`src/rtl/mandel_cfg_serializer.sv`:
```
// mandel_cfg_serializer: serialises a configuration word onto the sen/sclk/sdata link, LSB first.
module mandel_cfg_serializer #(
  parameter int WIDTH = 33,
  parameter int HALF_PERIOD = 4
) (
  input  logic             clk,
  input  logic             rst_n,
  input  logic             start,
  input  logic [WIDTH-1:0] cfg_word,
  output logic             busy,
  output logic             done,
  output logic             sen,
  output logic             sclk,
  output logic             sdata
);
  localparam int BW = $clog2(WIDTH + 1);
  localparam logic [7:0] PH_LAST = 8'(HALF_PERIOD - 1);
  localparam logic [BW-1:0] BIT_LAST = BW'(WIDTH - 1);
  typedef enum logic [2:0] {IDLE, LEAD, HIGH, LOW, TAIL} state_t;
  state_t state;
  logic [7:0] phase;
  logic [BW-1:0] bit_cnt;
  logic [WIDTH-1:0] shreg;
  logic ph_end;
  assign ph_end = phase == PH_LAST;
  always_ff @(posedge clk) begin
    if (!rst_n) begin
      state <= IDLE;
      phase <= '0;
      bit_cnt <= '0;
      shreg <= '0;
      busy <= 1'b0;
      done <= 1'b0;
      sen <= 1'b0;
      sclk <= 1'b0;
      sdata <= 1'b0;
    end else begin
      done <= 1'b0;
      phase <= (state == IDLE || ph_end) ? '0 : phase + 8'd1;
      case (state)
        IDLE: if (start) begin
          shreg <= cfg_word;
          sdata <= cfg_word[0];
          sen <= 1'b1;
          busy <= 1'b1;
          bit_cnt <= '0;
          state <= LEAD;
        end
        LEAD, LOW: if (ph_end) begin
          sclk <= 1'b1;
          state <= HIGH;
        end
        HIGH: if (ph_end) begin
          sclk <= 1'b0;
          bit_cnt <= bit_cnt + BW'(1);
          // next bit goes out on the same edge sclk falls, never on a rise
          if (bit_cnt == BIT_LAST) state <= TAIL;
          else begin
            shreg <= shreg >> 1;
            sdata <= shreg[1];
            state <= LOW;
          end
        end
        TAIL: if (ph_end) begin
          sen <= 1'b0;
          busy <= 1'b0;
          done <= 1'b1;
          sdata <= 1'b0;
          state <= IDLE;
        end
        default: state <= IDLE;
      endcase
    end
  end
endmodule

```
`config.mk`:
```
export PLATFORM = sky130hd
export DESIGN_NAME = mandel_cfg_serializer
export DESIGN_NICKNAME = d
export VERILOG_FILES = /design/src/rtl/mandel_cfg_serializer.sv
export SDC_FILE = /design/constraint.sdc
export NUM_CORES = 1
export LEC_CHECK = 0
export ABC_AREA = 1
export CAP_MARGIN = 20
export CORE_MARGIN = 4
export CORE_UTILIZATION = 47
export CTS_CLUSTER_SIZE = 14
export DETAILED_ROUTE_END_ITERATION = 10
export GPL_TIMING_DRIVEN = 0
export PLACE_DENSITY = 0.71
export SLEW_MARGIN = 20
export SYNTH_ARGS = -nofsm -noshare
export SYNTH_HDL_FRONTEND = slang
export SYNTH_SLANG_ARGS = --single-unit
```
`constraint.sdc`:
```
create_clock -name clk -period 1.9 [get_ports clk]
set_clock_uncertainty 0.15 [all_clocks]
set_input_delay 0.38 -clock clk [delete_from_list [all_inputs] [get_ports clk]]
set_output_delay 0.38 -clock clk [all_outputs]
set_load 0.005 [all_outputs]
```
==> results of run 1 <==
## critical path: stages, from the launching register on
cell             delay (ns)
dfxtp_1                0.35
buf_4                  0.11
clkdlybuf4s50_1        0.48
## power groups by stage
stage / combinational [mW] / clock [mW] / sequential, mW
after floorplan: 1.49 / 0 / 1.56
after global placement: 1.91 / 0 / 1.58
after detailed placement: 1.93 / 0 / 1.59
after CTS: 1.93 / 0.631 / 1.56
after global routing: 2.22 / 0.682 / 1.61
final: 1.93 / 0.613 / 1.56
## logic make-up (layout without fill, tap and decap cells)
kind of cell               after synthesis  in the layout  share of synthesized area (%)
adders and majority gates                3              3                          1.400
and+or+nand+nor                        253            253                          38.36
DFF                                     53             53                          39.57
buffers and inverters                   41             91                          7.512
AOI/OAI and AO/OA                       55             55                          13.16
## Yosys cell counts
cell type and number:
nand4_1 3, o21ai_1 1, nand3_1 13, ha_1 3
buf_4 5, o21ai_0 3, buf_6 3, clkinv_1 1
o21bai_1 31, buf_1 1, inv_1 18, nor2_1 87
nor3_1 6, nand2_2 4, buf_2 5, nand2_1 134
nor2_4 2, a21oi_1 20, clkbuf_1 3, nor2_2 2
dfxtp_1 53, nor3b_1 1, inv_2 5, nand3_4 1
## stage by stage
step                      total power, mW  hold WS, ns  setup WS (ns)  std cells  utilization (%)
after floorplan                     3.053       0.2676         0.3338        405                -
after global placement              3.491       0.2816        -0.2389        517            57.60
after detailed placement            3.521       0.2938        -0.2533        517            57.60
after CTS                           4.131       0.3068        0.06467        525            59.05
after global routing                4.511       0.3411       0.006853        527            59.49
final                               4.104       0.3071         0.1286        527            59.49
## worst max path at each step
| stage | slack (ns) | cells past startpoint | start | endpoint |
|---|---|---|---|---|
| 2_1_floorplan | 0.33 | 9 | phase[0]$_SDFF_PP0_ | shreg[10]$_SDFFE_PN0P_ |
| 3_3_place_gp | -0.24 | 5 | rst_n | shreg[29]$_SDFFE_PN0P_ |
| 3_5_place_dp | -0.25 | 5 | rst_n | shreg[31]$_SDFFE_PN0P_ |
| 4_1_cts | 0.06 | 5 | rst_n | shreg[31]$_SDFFE_PN0P_ |
| 5_1_grt | 0.007 | 9 | phase[0]$_SDFF_PP0_ | shreg[13]$_SDFFE_PN0P_ |
| 6_report | 0.13 | 2 | sen$_SDFFE_PN0P_ | sen |
## registers in the layout, summed over array words and instances (netlist names)
register  flops
sen           1
state         3
done          1
shreg        32
sdata         1
bit_cnt       6
sclk          1
phase         8
## final cells by class
class                   count  area share (%)
inverters                  24           2.865
repair buffers             42           12.68
clock buffers               8           2.445
well taps                  72           2.750
flip-flops and latches     53           32.39
multi-input cells         311           43.47
plain buffers              17           3.400
## timing repair
action / in CTS / in global routing
resized for setup: 0 / 3
setup buffers: 0 / 2
endpoints found under the setup margin: 0 / 28
endpoints found under the hold margin: 0 / 0
## metal layers
layer  global-route usage [%]  part of all wire [%]
met1                    22.34                    50
met2                    28.21                    45
met3                    4.245                   4.5
met4                    4.386                   1.2
met5                        0                     0
==> impl_results.md, run 1 <==
* Layout cell share with drive strength beyond 1 at 8.132%
* IO Port Bufs at 40
* Slew margin rel. at 71.67%
* Top-Level Pins at a little over 40
* H-tree depth at 2
* Worst Path Class, Setup: register to output port
* Routed length per instance at around 11 um
* Largest cells by area after synthesis: dfxtp_1, nand2_1, nor2_1, o21bai_1, a21oi_1
* CP Capture Type: output port
* Max Root-Sink Buffers at 2
* Hold Crit Start: phase[0]$_SDFF_PP0_
* Routability cong. at between 0.8 and 0.9
* Gr usage total at 17.07%
* Worst flop-to-flop path endpoint: shreg[7]$_SDFFE_PN0P_
* Syn Area/Cell at 6.621 um2
* Die Span Y at 83.53 um
* Placed Area at 3172 um2
* DR vias/cell at 4.767
* Post-route ant nets at 0
* Hold WC Path Type: register to register
* Result of the run: completed
* CP required at around 1.4 ns
* CP startpoint kind: register
* Initial antenna violation count at 0
* Switching Fraction at between 40% and 50%
* Grt ovf at 0
* Hold path depth at 1
* Clock tree sinks at 53
* Fillers at 561
* Post-synthesis cell type count at 24
* DP HPWL at 4150 um
* Post-route DRC at 0
* Row Count at 27
* Worst slew pin tran at roughly 0.42 ns
* Minimum clock period at 1.771 ns
* Leakage at 1.473 nW
* Most frequent cells in the layout: nand2_1, nor2_1, dfxtp_1
* Final Setup Violations at 0
* Cell count after synthesis at 405
* Yosys top cell by area: dfxtp_1
* Register-to-Register Path Depth at 9
* Register bit total from synthesis at 53
* Core ar. at 5507 um2
* Final Max Tran Viols at 0
* Vias in the first global route at between 2k and 2.5k
* Total Wirelength at roughly 5600 um
* Clk network pwr share at 14.9%
* WP data arrival at about 1.2 ns
* Total Die Area at ~7000 um2
* Period utilization at roughly 93%
* Reg2Reg Setup Slack at 0.13 ns
* Chip width at 83.53 um
* Area grow syn2layout at 22.17%
* Hold Fails Final Rpt at 0
* Drt pass-1 iters at 4
* Clock slew at reported path FFs at 0.09 ns
* CP Max Fanout at 3
* Starting Density at 48.69%
* CTS tree: yes
* Post-synth top area share at 39.57%
* Cts hold-fix bufs at 0
* FF-to-FF Start: phase[0]$_SDFF_PP0_
* Nets at 493
* Cell Area, Synth at roughly 2700 um2
* Seq pwr share at 38.1%
* Synth warn at 0
* Highest Clock Rate at ~560 MHz
* Clock Latency Late Sink at ~0.30 ns
* Power Density at 1253 nW/um2
* Most common cell after layout, fill and taps aside: nand2_1
* ANT cells at 0
* Pin count of the biggest net entering global routing at 15
* Area taken by multi-input logic gates at 1424 um2
* Routed via count at roughly 2.5k
* Initial DRC Count at 122
* Register area at about 1100 um2
* Syn nets at 444
* NetSw at 1.653 mW
* Clock root cell: clkbuf_8
* First-pass GRT wire length at 10080 um
* Hold EP: phase[0]$_SDFF_PP0_
* Setup TNS at 0 ns
* TritonCTS Buffers at 5
* Sequential share of the synthesized area at 39.57%
* RSZ-0062 raised after global routing: false
* Max_cap viols at 0
* Area of all placed cells without fillers at 3276 um2
* Pint at 2.451 mW
* Worst-case vdd ir drop at 0.6090 mV
* Logic gate share of total power at 46.9%
Note: power is estimated with default switching activity, not from simulation.
==> inputs of run 2 (changes only) <==
--- a/config.mk
+++ b/config.mk
@@ -7,12 +7,15 @@
 export LEC_CHECK = 0
 export ABC_AREA = 1
 export CAP_MARGIN = 20
+export CORE_ASPECT_RATIO = 1.75
 export CORE_MARGIN = 4
 export CORE_UTILIZATION = 47
+export CTS_CLUSTER_DIAMETER = 60
 export CTS_CLUSTER_SIZE = 14
 export DETAILED_ROUTE_END_ITERATION = 10
 export GPL_TIMING_DRIVEN = 0
 export PLACE_DENSITY = 0.71
+export SKIP_LAST_GASP = 1
 export SLEW_MARGIN = 20
 export SYNTH_ARGS = -nofsm -noshare
 export SYNTH_HDL_FRONTEND = slang
==> run 2 against run 1 <==
Against the previous run:
- critical path depth is the same
- die area grew 0.68%
- fmax shrank 1.8%
- final area grew 1.8%
- largest cell class unchanged
- largest power group unchanged
==> impl_results.md, run 2 (synthesis results as in run 1) <==
* Seq pwr share at 35.7% (-2.4 points)
* Post-route DRC at 0 (unchanged)
* Grt ovf at 0 (unchanged)
* CP required at 1.37 ns (about the same)
* CP Capture Type: output port
* Clock slew at reported path FFs at 0.09 ns (about the same)
* Power Total at 4.412 mW (+7.5%)
* Final Max Tran Viols at 0 (unchanged)
* Routed via count at 2548 (+1.4%)
* Power Density at 1324 nW/um2 (+5.7%)
* Biggest regs: shreg x32, phase x8, bit_cnt x6
* Most common cell after layout, fill and taps aside: nand2_1
* Clock root cell: clkbuf_8
* Slew margin rel. at 71.88% (+0.21 points)
* Routability cong. at 0.8094 (-4.6%)
* CP startpoint kind: register
* ANT cells at 0 (unchanged)
* Most frequent cells in the layout: nand2_1, nor2_1, dfxtp_1
* Routed length per instance at 10.99 um (+2.7%)
* Register area at 1062 um2 (+0.12%)
* Switching Fraction at 38.11% (-2.2 points)
* Hold WC Path Type: register to register
* Clock tree sinks at 53 (unchanged)
* Minimum clock period at 1.804 ns (+0.03288 ns)
* Pint at 2.731 mW (+11%)
* Total Die Area at 7025 um2 (+0.68%)
* Max Root-Sink Buffers at 2 (unchanged)
* Top-Level Pins at 41 (unchanged)
* First-pass GRT wire length at 9998 um (-0.81%)
* Vias in the first global route at 2305 (-1.3%)
* Max_cap viols at 0 (unchanged)
* Max FFs per register at 32 (unchanged)
* Gr usage total at 17.57% (+0.50 points)
* RSZ-0062 raised after global routing: false
* Worst slew pin tran at 0.4218 ns (-0.003125 ns)
* TritonCTS Buffers at 5 (unchanged)
* Clock Latency Late Sink at 0.30 ns (about the same)
* Post-route ant nets at 0 (unchanged)
* Area grow syn2layout at 24.31%
* Pin count of the biggest net entering global routing at 17 (+2)
* Clk network pwr share at 20.0% (+5.1 points)
* Drt pass-1 iters at 4 (unchanged)
* Chip width at 65.10 um (-22%)
* Final Setup Violations at 0 (unchanged)
* Starting Density at 48.40% (-0.30 points)
* Core ar. at 5540 um2 (+0.61%)
* Initial antenna violation count at 0 (unchanged)
* Area taken by multi-input logic gates at 1424 um2 (unchanged)
* Die Span Y at 107.9 um (+29%)
* CP Max Fanout at 3 (unchanged)
* WP data arrival at 1.27 ns (+0.03 ns)
* H-tree depth at 2 (unchanged)
* IO Port Bufs at 40 (unchanged)
* Worst-case vdd ir drop at 0.7066 mV (+16%)
* Period utilization at 94.96% (+1.7 points)
* CTS tree: yes
* Total Wirelength at 5824 um (+3.2%)
* Nets at 492 (-0.20%)
* Fillers at 560 (-0.18%)
* Row Count at 36 (+33%)
* Leakage at 1.500 nW (+1.8%)
* Hold Fails Final Rpt at 0 (unchanged)
* Initial DRC Count at 89 (-27%)
* DR vias/cell at 4.808 (+0.86%)
* DP HPWL at 4361 um (+5.1%)
* NetSw at 1.682 mW (+1.7%)
* Result of the run: completed
* Top reg by flops: shreg
* Layout cell share with drive strength beyond 1 at 8.811% (+0.68 points)
* Setup TNS at 0 ns (unchanged)
* Worst Path Class, Setup: register to output port
* Logic gate share of total power at 44.3% (-2.6 points)
* Highest Clock Rate at 554.2 MHz (-1.8%)
-- run 2: worst paths after layout --
path / end / start / slack [ns] / depth (start not counted)
max reg2reg: shreg[20]$_SDFFE_PN0P_ / bit_cnt[0]$_SDFFE_PN0P_ / 0.13 / 9
max: sen / sen$_SDFFE_PN0P_ / 0.1 / 2
min: phase[0]$_SDFF_PP0_ / phase[0]$_SDFF_PP0_ / 0.28 / 1
min reg2reg: phase[0]$_SDFF_PP0_ / phase[0]$_SDFF_PP0_ / 0.28 / 1
-- run 2: metrics by stage --
| stage | hold WS [ns] | instance area (um2) | util [%] | std cells | setup WS, ns |
|---|---|---|---|---|---|
| finish | 0.2753 | 3333 | 60.16 | 530 | 0.09573 |
| global route | 0.3041 | 3333 | 60.16 | 530 | 0.01032 |
| CTS | 0.3199 | 3311 | 59.76 | 529 | 0.03115 |
| detailed placement | 0.2997 | 3177 | 57.34 | 521 | -0.2855 |
| global placement | 0.2847 | 3177 | 57.34 | 521 | -0.2605 |
| floorplan | 0.2676 | 2681 | - | 405 | 0.3338 |
-- run 2: layer usage --
metal,global-route usage [%],vias to the layer above,wire (um)
met5,0,-,0
met4,5.341,0,72
met3,3.448,6,195
met2,32.01,39,3152
met1,20.35,1141,2404
li1,-,1362,-
-- run 2: timing repair --
item	4_1_cts	5_1_grt
hold buffers	0	0
resized for setup	0	8
setup endpoints to repair	0	35
buffers inserted	0	1
-- run 2: layout make-up --
cell class | instances | area share, %
Sequential cell | 53 | 31.87
Tap cell | 76 | 2.853
Clock inverter | 3 | 1.952
Timing Repair Buffer | 41 | 12.24
Multi-Input combinational cell | 311 | 42.72
Clock buffer | 5 | 2.065
Inverter | 24 | 2.815
Buffer | 17 | 3.491
-- run 2: power groups by stage --
stage	registers [mW]	clock network, mW	logic, mW
finish	1.57	0.884	1.95
global route	1.61	0.955	2.24
CTS	1.58	0.905	1.96
detailed placement	1.60	0	1.95
global placement	1.59	0	1.92
floorplan	1.56	0	1.49
-- run 2: worst max-delay path, stage by stage (launching register included) --
cell and delay (ns):
dfxtp_1 0.37, buf_4 0.11, clkdlybuf4s50_1 0.49
